**config.mk**
```make
export PLATFORM = sky130hd
export DESIGN_NAME = axi4_lite_master
export DESIGN_NICKNAME = d
export VERILOG_FILES = /design/src/rtl/axi4_lite_pkg.sv /design/src/rtl/axi_wait_timer.sv /design/src/rtl/axi4_lite_master.sv
export SDC_FILE = /design/constraint.sdc
export NUM_CORES = 1
export LEC_CHECK = 0
export BUFFER_PORTS_ARGS = -buffer_cell sky130_fd_sc_hd__buf_4
export CAP_MARGIN = 0
export CORE_UTILIZATION = 49
export DETAILED_ROUTE_END_ITERATION = 6
export PLACE_DENSITY = 0.79
export SLEW_MARGIN = 0
export SYNTH_ARGS = -nofsm -noshare
export SYNTH_HDL_FRONTEND = slang
export SYNTH_SLANG_ARGS = --single-unit
```
**constraint.sdc**
```tcl
create_clock -name CLK -period 2.05 [get_ports CLK]
set_clock_uncertainty 0.1 [all_clocks]
set_input_delay 0.1025 -clock CLK [delete_from_list [all_inputs] [get_ports CLK]]
set_output_delay 0.1025 -clock CLK [all_outputs]
set_load 0.03 [all_outputs]
```
**src/rtl/axi4_lite_pkg.sv**
```systemverilog
// Shared types and constants for the single-outstanding AXI4-lite initiator.
// FSM state encoding, response codes and default bus widths.
package axi4_lite_pkg;

  localparam int unsigned ADDR_W_DEF = 5;
  localparam int unsigned DATA_W_DEF = 16;

  localparam logic [1:0] RESP_OKAY   = 2'b00;
  localparam logic [1:0] RESP_SLVERR = 2'b10;

  typedef enum logic [2:0] {
    StIdle,
    StWrReq,
    StWrResp,
    StRdReq,
    StRdData,
    StResp
  } state_e;

  // States in which the initiator is waiting on the slave and the timer runs.
  function automatic logic is_wait_state(input state_e st);
    return (st == StWrReq) || (st == StWrResp) || (st == StRdReq) || (st == StRdData);
  endfunction

endpackage

```
**src/rtl/axi_wait_timer.sv**
```systemverilog
// Saturating wait-cycle counter: clears on demand, counts while enabled,
// flags expiry once the count reaches Limit.
module axi_wait_timer #(
  parameter int unsigned Limit = 255
) (
  input  logic clk_i,
  input  logic rst_ni,
  input  logic clr_i,
  input  logic en_i,
  output logic expired_o
);

  localparam int unsigned CntW = $clog2(Limit + 1);

  logic [CntW-1:0] count_q;

  assign expired_o = (count_q == CntW'(Limit));

  always_ff @(posedge clk_i or negedge rst_ni) begin
    if (!rst_ni) begin
      count_q <= '0;
    end else if (clr_i) begin
      count_q <= '0;
    end else if (en_i && !expired_o) begin
      count_q <= count_q + CntW'(1);
    end
  end

endmodule

```
**src/rtl/axi4_lite_master.sv**
```systemverilog
// Single-outstanding AXI4-lite initiator: one local command in, one AW/W/B or
// AR/R transaction out, one response back, with a per-state wait timeout.
module axi4_lite_master
  import axi4_lite_pkg::*;
#(
  parameter int unsigned ADDR_W         = ADDR_W_DEF,
  parameter int unsigned DATA_W         = DATA_W_DEF,
  parameter int unsigned TIMEOUT_CYCLES = 255
) (
  input  logic              CLK,
  input  logic              RESET_N,
  // Local command / response
  input  logic              CMD_VALID,
  output logic              CMD_READY,
  input  logic              CMD_WRITE,
  input  logic [ADDR_W-1:0] CMD_ADDR,
  input  logic [DATA_W-1:0] CMD_WDATA,
  output logic              RSP_VALID,
  output logic [DATA_W-1:0] RSP_RDATA,
  output logic [1:0]        RSP_RESP,
  output logic              RSP_TIMEOUT,
  // Write address / data / response
  output logic [ADDR_W-1:0] A_W_ADDR,
  output logic              A_W_VALID,
  input  logic              A_W_READY,
  output logic [DATA_W-1:0] W_DATA,
  output logic              W_VALID,
  input  logic              W_READY,
  input  logic              B_VALID,
  input  logic [1:0]        B_RESP,
  output logic              B_READY,
  // Read address / data
  output logic [ADDR_W-1:0] A_R_ADDR,
  output logic              A_R_VALID,
  input  logic              A_R_READY,
  input  logic [DATA_W-1:0] R_DATA,
  input  logic              R_VALID,
  input  logic              R_RESP,
  output logic              R_READY
);

  state_e state_q;
  logic   aw_done_q, w_done_q;

  logic aw_hs, w_hs, b_hs, ar_hs, r_hs;
  logic wr_both_done;
  logic hs_done;
  logic timer_en, timer_clr, timer_expired;
  logic abort;

  assign CMD_READY = (state_q == StIdle);

  assign aw_hs = A_W_VALID && A_W_READY;
  assign w_hs  = W_VALID && W_READY;
  assign b_hs  = B_VALID && B_READY;
  assign ar_hs = A_R_VALID && A_R_READY;
  assign r_hs  = R_VALID && R_READY;

  assign wr_both_done = (aw_done_q || aw_hs) && (w_done_q || w_hs);

  // The handshake that ends the current wait state; it takes priority over expiry.
  always_comb begin
    hs_done = 1'b0;
    unique case (state_q)
      StWrReq:  hs_done = wr_both_done;
      StWrResp: hs_done = b_hs;
      StRdReq:  hs_done = ar_hs;
      StRdData: hs_done = r_hs;
      default:  hs_done = 1'b0;
    endcase
  end

  assign timer_en  = is_wait_state(state_q);
  assign timer_clr = !timer_en || hs_done;
  assign abort     = timer_en && timer_expired && !hs_done;

  axi_wait_timer #(
    .Limit (TIMEOUT_CYCLES)
  ) u_wait_timer (
    .clk_i     (CLK),
    .rst_ni    (RESET_N),
    .clr_i     (timer_clr),
    .en_i      (timer_en),
    .expired_o (timer_expired)
  );

  always_ff @(posedge CLK or negedge RESET_N) begin
    if (!RESET_N) begin
      state_q     <= StIdle;
      aw_done_q   <= 1'b0;
      w_done_q    <= 1'b0;
      A_W_ADDR    <= '0;
      A_W_VALID   <= 1'b0;
      W_DATA      <= '0;
      W_VALID     <= 1'b0;
      B_READY     <= 1'b0;
      A_R_ADDR    <= '0;
      A_R_VALID   <= 1'b0;
      R_READY     <= 1'b0;
      RSP_VALID   <= 1'b0;
      RSP_RDATA   <= '0;
      RSP_RESP    <= RESP_OKAY;
      RSP_TIMEOUT <= 1'b0;
    end else begin
      RSP_VALID <= 1'b0;

      unique case (state_q)
        StIdle: begin
          if (CMD_VALID && CMD_READY) begin
            if (CMD_WRITE) begin
              A_W_ADDR  <= CMD_ADDR;
              W_DATA    <= CMD_WDATA;
              A_W_VALID <= 1'b1;
              W_VALID   <= 1'b1;
              aw_done_q <= 1'b0;
              w_done_q  <= 1'b0;
              state_q   <= StWrReq;
            end else begin
              A_R_ADDR  <= CMD_ADDR;
              A_R_VALID <= 1'b1;
              state_q   <= StRdReq;
            end
          end
        end

        StWrReq: begin
          if (aw_hs) begin
            A_W_VALID <= 1'b0;
            aw_done_q <= 1'b1;
          end
          if (w_hs) begin
            W_VALID  <= 1'b0;
            w_done_q <= 1'b1;
          end
          if (wr_both_done) begin
            B_READY <= 1'b1;
            state_q <= StWrResp;
          end
        end

        StWrResp: begin
          if (b_hs) begin
            RSP_RESP  <= B_RESP;
            B_READY   <= 1'b0;
            RSP_VALID <= 1'b1;
            state_q   <= StResp;
          end
        end

        StRdReq: begin
          if (ar_hs) begin
            A_R_VALID <= 1'b0;
            R_READY   <= 1'b1;
            state_q   <= StRdData;
          end
        end

        StRdData: begin
          if (r_hs) begin
            RSP_RDATA <= R_DATA;
            RSP_RESP  <= {1'b0, R_RESP};
            R_READY   <= 1'b0;
            RSP_VALID <= 1'b1;
            state_q   <= StResp;
          end
        end

        StResp: begin
          RSP_TIMEOUT <= 1'b0;
          state_q     <= StIdle;
        end

        default: state_q <= StIdle;
      endcase

      // Debug-recovery abort: abandons the slave mid-handshake.
      if (abort) begin
        A_W_VALID   <= 1'b0;
        W_VALID     <= 1'b0;
        B_READY     <= 1'b0;
        A_R_VALID   <= 1'b0;
        R_READY     <= 1'b0;
        RSP_RESP    <= RESP_SLVERR;
        RSP_TIMEOUT <= 1'b1;
        RSP_VALID   <= 1'b1;
        state_q     <= StResp;
      end
    end
  end

endmodule

```
Word-level counts from Yosys, hierarchy flattened
Cells that the tools add are included.
Widths: inputs -> output; s select.
- word-level logic and storage cells: 125
- flip-flop bits (word level): 64
- muxes and demuxes: 48
- reduce and logical (&&, ||, !) cells: 40
- equal/unequal tests: 19
- add/subtract/negate cells: 1
- bitwise operators: 1
- operators by type and width (cell ; count):
    $mux 1 ; 25
    $reduce_and 4->1 ; 5
    $mux 3 ; 6
    $ne 3x3->1 const B ; 6
    $mux 8 ; 2
    $pmux 1 s2 ; 8
    $pmux 3 s5 ; 1
    $reduce_and 3->1 ; 5
    $reduce_bool 3->1 ; 5
    $logic_and 1x1->1 ; 10
    $add 8x1->8 const B ; 1
    $eq 8x8->1 const B ; 1
    $mux 2 ; 4
    $eq 3x2->1 const B ; 2
    $eq 3x3->1 const B ; 2
    $logic_or 1x1->1 ; 6
    $ne 3x1->1 const B ; 2
    $reduce_bool 2->1 ; 3
    $reduce_and 5->1 ; 1
    $ne 2x1->1 const B ; 2
    $ne 2x2->1 const B ; 2
    $pmux 1 s4 ; 1
    $pmux 2 s2 ; 1
    $eq 3x1->1 const B ; 1
    5 further kinds ; 7

Logic depth before layout (Yosys ltp)
Gate-level depths: netlist of run 1.
- word-level depth: 8
- depth in mapped cells: 8
- mapped depth without buffers: 6

Cells and area by module
A second synthesis of run 1 with hierarchy kept.
- cells, all modules: 229
- area, all modules: 2877.8 um2
- by module, submodules not included (module ; area an instance (um2) ; sequential area each (um2) ; times used ; cells an instance):
    axi4_lite_master ; 2408.6 ; 1401.3 ; 1 ; 182
    axi_wait_timer ; 469.2 ; 200.2 ; 1 ; 47

Least setup slack after synthesis of run 1
Ideal clock, no wire load.
- path type: reg2reg
- start: register u_wait_timer.count_q[0]
- end: register state_q[0]
- library setup time: 92 ps
- stages on the path, launching flop included: 8
- arrival: 1699 ps
- clock period less this slack: 1890 ps
- path slack: 160 ps
- path buffers: 1
- cells stage by stage: dfrtp_1 -> ha_1 -> and3_1 -> buf_4 -> nand3_4 -> or4_1 -> o2bb2ai_1 -> o31ai_2
- cells in the longest elaborated chain, start to end: 5
- elaborated cells between the ends (all ways): 10
- classes of those cells: 6 x eq/ne; 1 x mux; 3 x reduce/logical
- RTL lines (what ; line ; text):
    start, declared ; axi_wait_timer.sv:15 ; logic [CntW-1:0] count_q;
    start signal, assigned ; axi_wait_timer.sv:25 ; count_q <= count_q + CntW'(1);
    $eq 8x8->1 (*) ; axi_wait_timer.sv:17 ; assign expired_o = (count_q == CntW'(Limit));
    $logic_and 1x1->1 (*) (2 in series) ; axi4_lite_master.sv:75 ; assign abort = timer_en && timer_expired && !hs_done;
    $ne 3x3->1 (no source line) or $ne 3x1->1 (tied branches) ; n/a ;
    $reduce_and 5->1 (no source line) ; n/a ;
    end signal, assigned ; axi4_lite_master.sv:89 ; state_q <= StIdle;
    end signal, assigned ; axi4_lite_master.sv:117 ; state_q <= StWrReq;
    end signal, assigned ; axi4_lite_master.sv:121 ; state_q <= StRdReq;
    end, declared ; axi4_lite_master.sv:42 ; state_e state_q;
Every way passes the cells marked *; elsewhere a longest branch is shown, timed or not.
A chain may end at the register's enable or synchronous reset.

Worst setup path in the final report of run 1
- start: register state_q[1]
- end: register state_q[0]
- cells in the longest elaborated chain, start to end: 8
- elaborated cells between the ends (all ways): 21
- classes of those cells: 9 x eq/ne; 3 x mux; 9 x reduce/logical
- RTL lines (what):
    parallel branches: the longest is 8 deep, another holds $reduce_and 5->1
Parallel ways; which one is timed is not known.

==> results.md, run 1 <==
* HP Start: A_R_READY
* P&R area growth vs syn at 51.7%
* DIE AREA at 5950 µm²
* Gate Count Post-Synth at 261
* Max layer used: met4
* Ys async rst share at 100%
* Starting DRC count in detailed routing at 196
* RSZ-0062 raised after global routing: yes
* CTS tree: built
* Yosys warning count at 0
* Row count at 26
* Commonest cells post-synth: nand2_1, dfrtp_1, mux2_2, nor2_1, nand3_1
* Post-DRT Antenna Nets at 0
* GRT overflow at 0
* Final nets at 459
* Area leader, netlist: dfrtp_1
* DRC Markers at 0
* Crit Path Class: reg2reg
* Cell Chain, Critical Path: buf_4 > a31oi_1 > o32ai_2 > or4_1 > o2bb2ai_1 > o31ai_2
* Mapped Area at 2770 µm²
* Final setup violation count at 0
* Initial antenna violation count at 0
* VDD IR max at 0.975 mV
* Via count at 2439
* Die H at 77.1 µm
* Chip width at 77.1 µm
* First-pass GRT wire length at 11300 µm
* Avg Vias per Cell at 5.06
* Count leader, synth: nand2_1
* Latest clock arrival within the worst-skew pair at 0.33 ns
* Root Buffer: clkbuf_8
* Metal-1 WL at 2780 µm
* Endpoints failing hold at 0
* Routed WL at 6810 µm
* EDFF count, synth at 0
* Post-synthesis average cell area at 10.6 µm²
* WP data required at 2.19 ns
* Lkg Pwr at 2.15 nW
* Diodes inserted at 0
* Wirelength per Cell at 14.1 µm
* IO buf count at 100
* Met3 wire length at 345 µm
* Setup TNS at 0 ns
* CP Launch Type: flop
* Worst hold endpoint: R_READY
* Peak Freq at 502 MHz
* Clock Path Buffers at 2
* CTS Sinks at 64
* Reg2Reg Depth at 6
* Area contributors post-synth: dfrtp_1, nand2_1, mux2_2, nor2_1, mux2_1
* Pins Over Slew Limit at 0
* Relative slew margins at 47.5%
* DR pass1 iterations at 4
* CP top delay family: simple AND/OR/NAND/NOR gates
* DP Wirelength at 4480 µm
* R2R Path Start: state_q[1]
* Max FO, Critical Path at 9
* CTS Buf Count at 9
* Setup Buffers After CTS at 0
* Tcrit/Tclk final at 97.1%
* Top FF cell, synth: dfrtp_1
* Worst slew pin tran at 0.787 ns
* Power Density at 1370 nW/µm²
* Gpl congestion at 0.835
* Min-Delay Path Class: in2reg
* H-tree depth at 3
* Seq/Total Area, Yosys at 57.9%
* Worst Hold Depth at 3
* Register bit total from synthesis at 64
* Vias in the first global route at 2511
* CP arrival at 2.13 ns
* Outcome: finished clean
* Post-synth cell types at 41
* Layout cells sized above 1 at 35.2%
* Slowest CP cell: or4_1
* Met2 wire length at 3600 µm
* Crit end category: flop
* Largest net degree at the start of global routing at 65
* Core Area at 5270 µm²
* Max-Cap Viols at 0
* Final hold slack at 0.0224 ns
* Bufs and invs on worst path at 1
* CTS clk-pin slew, worst paths at 0.06 ns
* Post-route minimum period at 1.99 ns
* Top-area cell type share of the netlist area at 57.9%
* Mapped Nets at 311
* CP max stage delay at 0.60 ns
* Top Ports at 101
* R2r setup slk at 0.06 ns
* Power Total at 5.76 mW
* GRT Resource Usage Total at 24.5%
* Reg2reg end: state_q[0]
* Post-layout util at 79.6%
* Initial cell density of the core at 52.5%
[power breakdown]
group	switching, mW	leakage, nW	internal, mW
registers	0.346	0.829	1.74
logic	1.66	1.24	1.13
clock network	0.429	0.0794	0.458
total	2.44	2.15	3.33
[cell usage in the layout (no fill, tap or decap), drive strengths merged, types with 2 or more instances in the layout]
cell,instances
clkbuf,13
nor3,6
nor2b,3
nand2b,2
o21ai,6
nand2,75
a21oi,7
nor2,17
nand3,9
mux2,22
o2bb2ai,2
a32o,2
mux2i,2
or3,2
dlygate4sd3,42
buf,107
nor3b,2
dfrtp,64
and2,2
a31oi,5
inv,2
and3,5
[cell families after synthesis]
group	after synthesis	share of synthesized area, %
flops	64	57.9
buf+inv	14	2.76
fa+ha+maj	1	0.452
simple gates	129	21.7
xor+xnor	2	0.634
compound gates	27	6.83
mux	24	9.68
[layout make-up]
| type | instances | area (µm²) |
|---|---|---|
| Clock buffer | 13 | 149 |
| Timing Repair Buffer | 149 | 1250 |
| Clock inverter | 1 | 5.00 |
| Tap cell | 70 | 87.6 |
| Inverter | 2 | 7.51 |
| Multi-Input combinational cell | 183 | 1090 |
| Fill cell | 359 | 1080 |
| Sequential cell | 64 | 1600 |
[flip-flops by register name (all words and copies together), names as in the netlist, 2 cells and up]
register and count:
A_R_ADDR 5, state_q 3, u_wait_timer.count_q 8, A_W_ADDR 5, W_DATA 16, RSP_RESP 2
RSP_RDATA 16
[how the worst max path moves through the flow]
stage	from	end	slack (ns)	cells past startpoint
3_5_place_dp	state_q[1]	u_wait_timer.count_q[6]	0.01	6
6_report	state_q[1]	state_q[0]	0.06	6
5_1_grt	state_q[1]	state_q[0]	-0.02	6
3_3_place_gp	state_q[1]	RSP_RESP[1]	0.10	5
4_1_cts	state_q[1]	u_wait_timer.count_q[6]	0.007	6
2_1_floorplan	u_wait_timer.count_q[0]	state_q[0]	0.16	7
[stage by stage]
| stage | cell area [µm²] | instances | setup WS, ns |
|---|---|---|---|
| finish | 4190 | 482 | 0.0597 |
| global route | 4190 | 482 | -0.0158 |
| CTS | 4190 | 482 | 0.00744 |
| detailed placement | 3610 | 426 | 0.0105 |
| global placement | 3610 | 426 | 0.104 |
| floorplan | 2770 | 261 | 0.160 |
[routing by layer]
metal	global-route usage [%]	up-vias
li1	-	1179
met1	28.0	1178
met2	43.7	74
met3	5.60	8
met4	10.0	0
met5	0	-
[worst reg2reg max path, stage by stage (launching register included)]
cell and delay (ns):
dfrtp_2 0.46, buf_4 0.18, a31oi_1 0.20, o32ai_2 0.13, or4_1 0.60, o2bb2ai_1 0.18, o31ai_2 0.06
[repair_timing]
item | in CTS | in global routing
endpoints found under the hold margin | 110 | 0
gates resized for setup | 0 | 3
hold buffers | 42 | 0
setup endpoints to repair | 0 | 7
No activity file was read; power rests on OpenSTA's default activity.
==> run 2, diff against run 1 <==
Settings changed: GPL_TIMING_DRIVEN set to 0.
==> results.md, run 2 (same netlist as run 1, synthesis figures left out) <==
* Outcome: finished clean
* CTS clk-pin slew, worst paths at 0.07 ns
* Root Buffer: clkbuf_8
* Max FO, Critical Path at 9
* Post-DRT Antenna Nets at 0
* Max-Cap Viols at 0
* Final hold slack at 0.00436 ns
* H-tree depth at 3
* Most frequent cells in the layout: buf_4, nand2_1, dfrtp_1
* Power Total at 6.03 mW
* VDD IR max at 0.941 mV
* CP max stage delay at 0.43 ns
* Top Ports at 101
* Crit Path Class: reg2reg
* Row count at 26
* HP Start: R_VALID
* Pins Over Slew Limit at 0
* Initial antenna violation count at 0
* Latest clock arrival within the worst-skew pair at 0.34 ns
* Total placed instance area at 3600 µm²
* CP arrival at 2.13 ns
* Worst Hold Depth at 4
* Avg Vias per Cell at 5.13
* GRT Resource Usage Total at 25.8%
* R2r setup slk at 0.05 ns
* Diodes inserted at 0
* CTS tree: built
* CP Launch Point: state_q[1]
* Final nets at 469
* Worst slew pin tran at 0.802 ns
* Die H at 77.1 µm
* Placed cells at 431
* DR pass1 iterations at 4
* CTS Sinks at 64
* Lkg Pwr at 2.21 nW
* Setup TNS at 0 ns
* DRC Markers at 0
* Routed WL at 7270 µm
* Wirelength per Cell at 14.7 µm
* Slowest CP cell: dfrtp_1
* CP Launch Type: flop
* Post-route minimum period at 2.00 ns
* Reg2reg end: RSP_RESP[1]
* Initial cell density of the core at 52.5%
* Vias in the first global route at 2580
* First-pass GRT wire length at 11800 µm
* DP Wirelength at 4480 µm
* Fin worst setup slack at 0.0545 ns
* Fin area at 4300 µm²
* Filler Cells Inserted at 322
* Min-Delay Path Class: in2reg
* Reg2Reg Depth at 6
* Final setup violation count at 0
* Starting DRC count in detailed routing at 225
* Gpl congestion at 0.785
* Biggest regs: RSP_RDATA (16), W_DATA (16), u_wait_timer.count_q (8)
* Worst hold endpoint: R_READY
* Endpoints failing hold at 0
* Pre-CTS setup slack at -0.000525 ns
* P&R area growth vs syn at 55.4%
* DIE AREA at 5950 µm²
* GRT overflow at 0
* Clock Path Buffers at 2
* IO buf count at 100
* WP data required at 2.18 ns
* Peak Freq at 501 MHz
* Non-filler instance count after layout at 494
* CTS Buf Count at 9
* Crit end category: flop
* Core Area at 5270 µm²
* Cell Chain, Critical Path: or3b_1 > o32ai_2 > or3_1 > buf_6 > nor2_8 > a221o_1
* RSZ-0062 raised after global routing: yes
* R2R Path Start: state_q[1]
* Most common cell after layout, fill and taps aside: buf_4
* Via count at 2536
* Power Density at 1400 nW/µm²
* Largest net degree at the start of global routing at 65
* Layout cells sized above 1 at 37.7%
* Relative slew margins at 46.5%
* Tcrit/Tclk final at 97.3%
* Chip width at 77.1 µm
* Post-layout util at 81.5%
run 2: cell types whose count changed in the layout (fill, tap and decap cells not counted), sizes merged:
| cell | before | now |
|---|---|---|
| clkinvlp | 0 | 1 |
| buf | 107 | 113 |
| bufinv | 0 | 1 |
| dlygate4sd3 | 42 | 43 |
| clkinv | 1 | 3 |
| clkbuf | 13 | 14 |
run 2: how the worst max path moves through the flow:
stage / to / slack (ns) / cells after the start
6_report: RSP_RESP[1] / 0.05 / 6
5_1_grt: RSP_RESP[1] / -0.02 / 7
3_5_place_dp: state_q[0] / -0.0005 / 7
3_3_place_gp: RSP_RDATA[9] / 0.0002 / 6
2_1_floorplan: state_q[0] / 0.16 / 7
4_1_cts: W_DATA[3] / 0.003 / 7
run 2: cell type report:
| type | instances | area (µm²) | area share [%] |
|---|---|---|---|
| clock buffer | 11 | 141 | 3.29 |
| tap | 70 | 87.6 | 2.04 |
| multi-input combinational | 183 | 1110 | 25.9 |
| timing repair buffer | 147 | 1210 | 28.2 |
| inverter | 2 | 7.51 | 0.175 |
| sequential | 64 | 1600 | 37.3 |
| clock inverter | 5 | 56.3 | 1.31 |
| buffer | 12 | 78.8 | 1.83 |
run 2: critical path: cells and delay by family (launching register included):
| kind | cells | cell delay, ns |
|---|---|---|
| simple gates | 3 | 0.64 |
| buf+inv | 1 | 0.15 |
| flops | 1 | 0.43 |
| compound gates | 2 | 0.56 |
run 2: what timing repair did:
action	CTS	global route
endpoints found under the setup margin	11	23
resized for setup	2	12
setup buffers	0	4
hold buffers	43	0
hold endpoints to repair	112	0
cloned	0	0
run 2: layer usage:
| metal | part of all wire (%) | wire [µm] | track usage [%] | up-vias |
|---|---|---|---|---|
| met5 | 0 | 0 | 0 | - |
| met4 | 2.6 | 187 | 11.3 | 0 |
| met3 | 6.0 | 436 | 6.55 | 22 |
| met2 | 53 | 3820 | 44.9 | 90 |
| met1 | 39 | 2830 | 30.0 | 1221 |
| li1 | - | - | - | 1203 |
run 2: power by group:
part           internal [mW]  switching [mW]
registers               1.74           0.320
logic                   1.15            1.74
clock network          0.593           0.493
total                   3.48            2.55
==> run 3, diff against run 2 <==
Settings changed: CORE_UTILIZATION 49 to 44, PLACE_DENSITY 0.79 to 0.75.
Clock period 2.05 ns to 1.67 ns, I/O delays scaled along.
==> results.md, run 3 (same netlist as run 1, synthesis figures left out) <==
* Most common cell after layout, fill and taps aside: buf_4
* CTS Buf Count at 9
* Via count at 2659
* CP arrival at 2.02 ns
* HP Start: B_VALID
* H-tree depth at 3
* Diodes inserted at 0
* Slowest CP cell: or3_4
* RSZ-0062 raised after global routing: yes
* Relative slew margins at 47.2%
* Endpoints failing hold at 0
* Core Area at 5990 µm²
* Worst path most repeated cell: buf_6
* Fin worst setup slack at -0.236 ns
* Largest net degree at the start of global routing at 65
* Crit end category: flop
* Min-Delay Path Class: in2reg
* Biggest regs: RSP_RDATA (16), W_DATA (16), u_wait_timer.count_q (8)
* Avg Vias per Cell at 5.11
* VDD IR max at 1.06 mV
* Worst slew pin tran at 0.792 ns
* Worst Hold Depth at 3
* Most frequent cells in the layout: buf_4, dfrtp_1, nand2_1
* Reg2reg end: RSP_RESP[1]
* Post-route minimum period at 1.91 ns
* Root Buffer: clkbuf_8
* Cell Chain, Critical Path: buf_6 > or3_4 > nand2_2 > or3_1 > buf_6 > nor2_4 > a221o_1
* Peak Freq at 525 MHz
* Max FO, Critical Path at 6
* First-pass GRT wire length at 12400 µm
* Gpl congestion at 0.801
* CTS clk-pin slew, worst paths at 0.07 ns
* Filler Cells Inserted at 332
* CP max stage delay at 0.44 ns
* Row count at 28
* DRC Markers at 0
* Top Ports at 101
* IO buf count at 100
* Lkg Pwr at 2.44 nW
* Layout cells sized above 1 at 52.4%
* Max-Cap Viols at 0
* Latest clock arrival within the worst-skew pair at 0.33 ns
* Worst hold endpoint: state_q[2]
* GRT overflow at 0
* R2r setup slk at -0.24 ns
* Power Total at 8.10 mW
* Clock Path Buffers at 2
* Reg2Reg Depth at 7
* Tcrit/Tclk final at 114%
* Failing checks: setup timing
* Final setup violation count at 65
* Power Density at 1680 nW/µm²
* Initial antenna violation count at 0
* Post-DRT Antenna Nets at 0
* Initial cell density of the core at 46.2%
* P&R area growth vs syn at 74.4%
* DR pass1 iterations at 4
* Starting DRC count in detailed routing at 149
* CP Launch Type: flop
* R2R Path Start: state_q[2]
* GRT Resource Usage Total at 25.3%
* Vias in the first global route at 2593
* Final nets at 490
* Routed WL at 8680 µm
* Outcome: finished, violations left
* WP data required at 1.78 ns
* Wirelength per Cell at 16.7 µm
* DIE AREA at 6610 µm²
* CTS Sinks at 64
* Pins Over Slew Limit at 0
* DP Wirelength at 4460 µm
* Chip width at 81.3 µm
* CTS tree: built
* Crit Path Class: reg2reg
* Die H at 81.3 µm
* Post-layout util at 80.5%
## run 3: worst max-delay path, delay by kind of cell, from the launching register on
kind,cells,cell delay (ns)
AND/OR/NAND/NOR,4,0.72
buffers and inverters,2,0.30
AO/OA/AOI/OAI,1,0.25
flip-flops,1,0.42
## run 3: layout make-up
type,instances,area [µm²],share of cell area (%)
inverter,2,15.0,0.311
clock buffer,13,149,3.09
sequential,64,1610,33.3
tap,75,93.8,1.95
buffer,10,124,2.57
multi-input combinational,184,1330,27.6
clock inverter,3,17.5,0.363
timing repair buffer,169,1490,30.8
## run 3: how the worst max path moves through the flow
stage,startpoint,end,slack [ns]
6_report,state_q[2],RSP_RESP[1],-0.24
3_3_place_gp,state_q[1],RSP_RESP[1],-0.23
5_1_grt,state_q[2],RSP_RESP[1],-0.28
4_1_cts,state_q[1],RSP_RESP[1],-0.23
2_1_floorplan,state_q[1],RSP_RESP[1],-0.11
3_5_place_dp,state_q[1],RSP_RESP[1],-0.25
## run 3: timing repair
item | 4_1_cts | 5_1_grt
buffers inserted | 17 | 8
gates cloned | 4 | 1
hold buffers | 42 | 0
pin swaps | 11 | 27
endpoints found under the hold margin | 112 | 0
setup endpoints to repair | 62 | 65
resized for setup | 22 | 43
## run 3: power breakdown
group | switching [mW] | internal (mW)
sequential | 0.428 | 2.14
combinational | 2.46 | 1.91
clock | 0.586 | 0.577
total | 3.48 | 4.63
## run 3: routing by layer
metal | share of wire, % | global-route usage, % | up-vias
met2 | 54 | 43.9 | 93
met1 | 40 | 30.6 | 1305
li1 | - | - | 1257
met3 | 5.1 | 6.52 | 4
met5 | 0 | 0 | -
met4 | 0.68 | 7.86 | 0
## run 3: per-stage QoR
stage	setup slack [ns]	hold WS [ns]	instances	instance area, µm²	setup TNS [ns]
detailed placement	-0.250	0.129	436	3740	-7.10
floorplan	-0.115	-0.312	261	2900	-0.913
global route	-0.276	0.0244	520	4820	-11.84
global placement	-0.231	0.128	436	3740	-6.01
finish	-0.236	0.0306	520	4820	-9.84
CTS	-0.229	0.0191	515	4650	-7.75
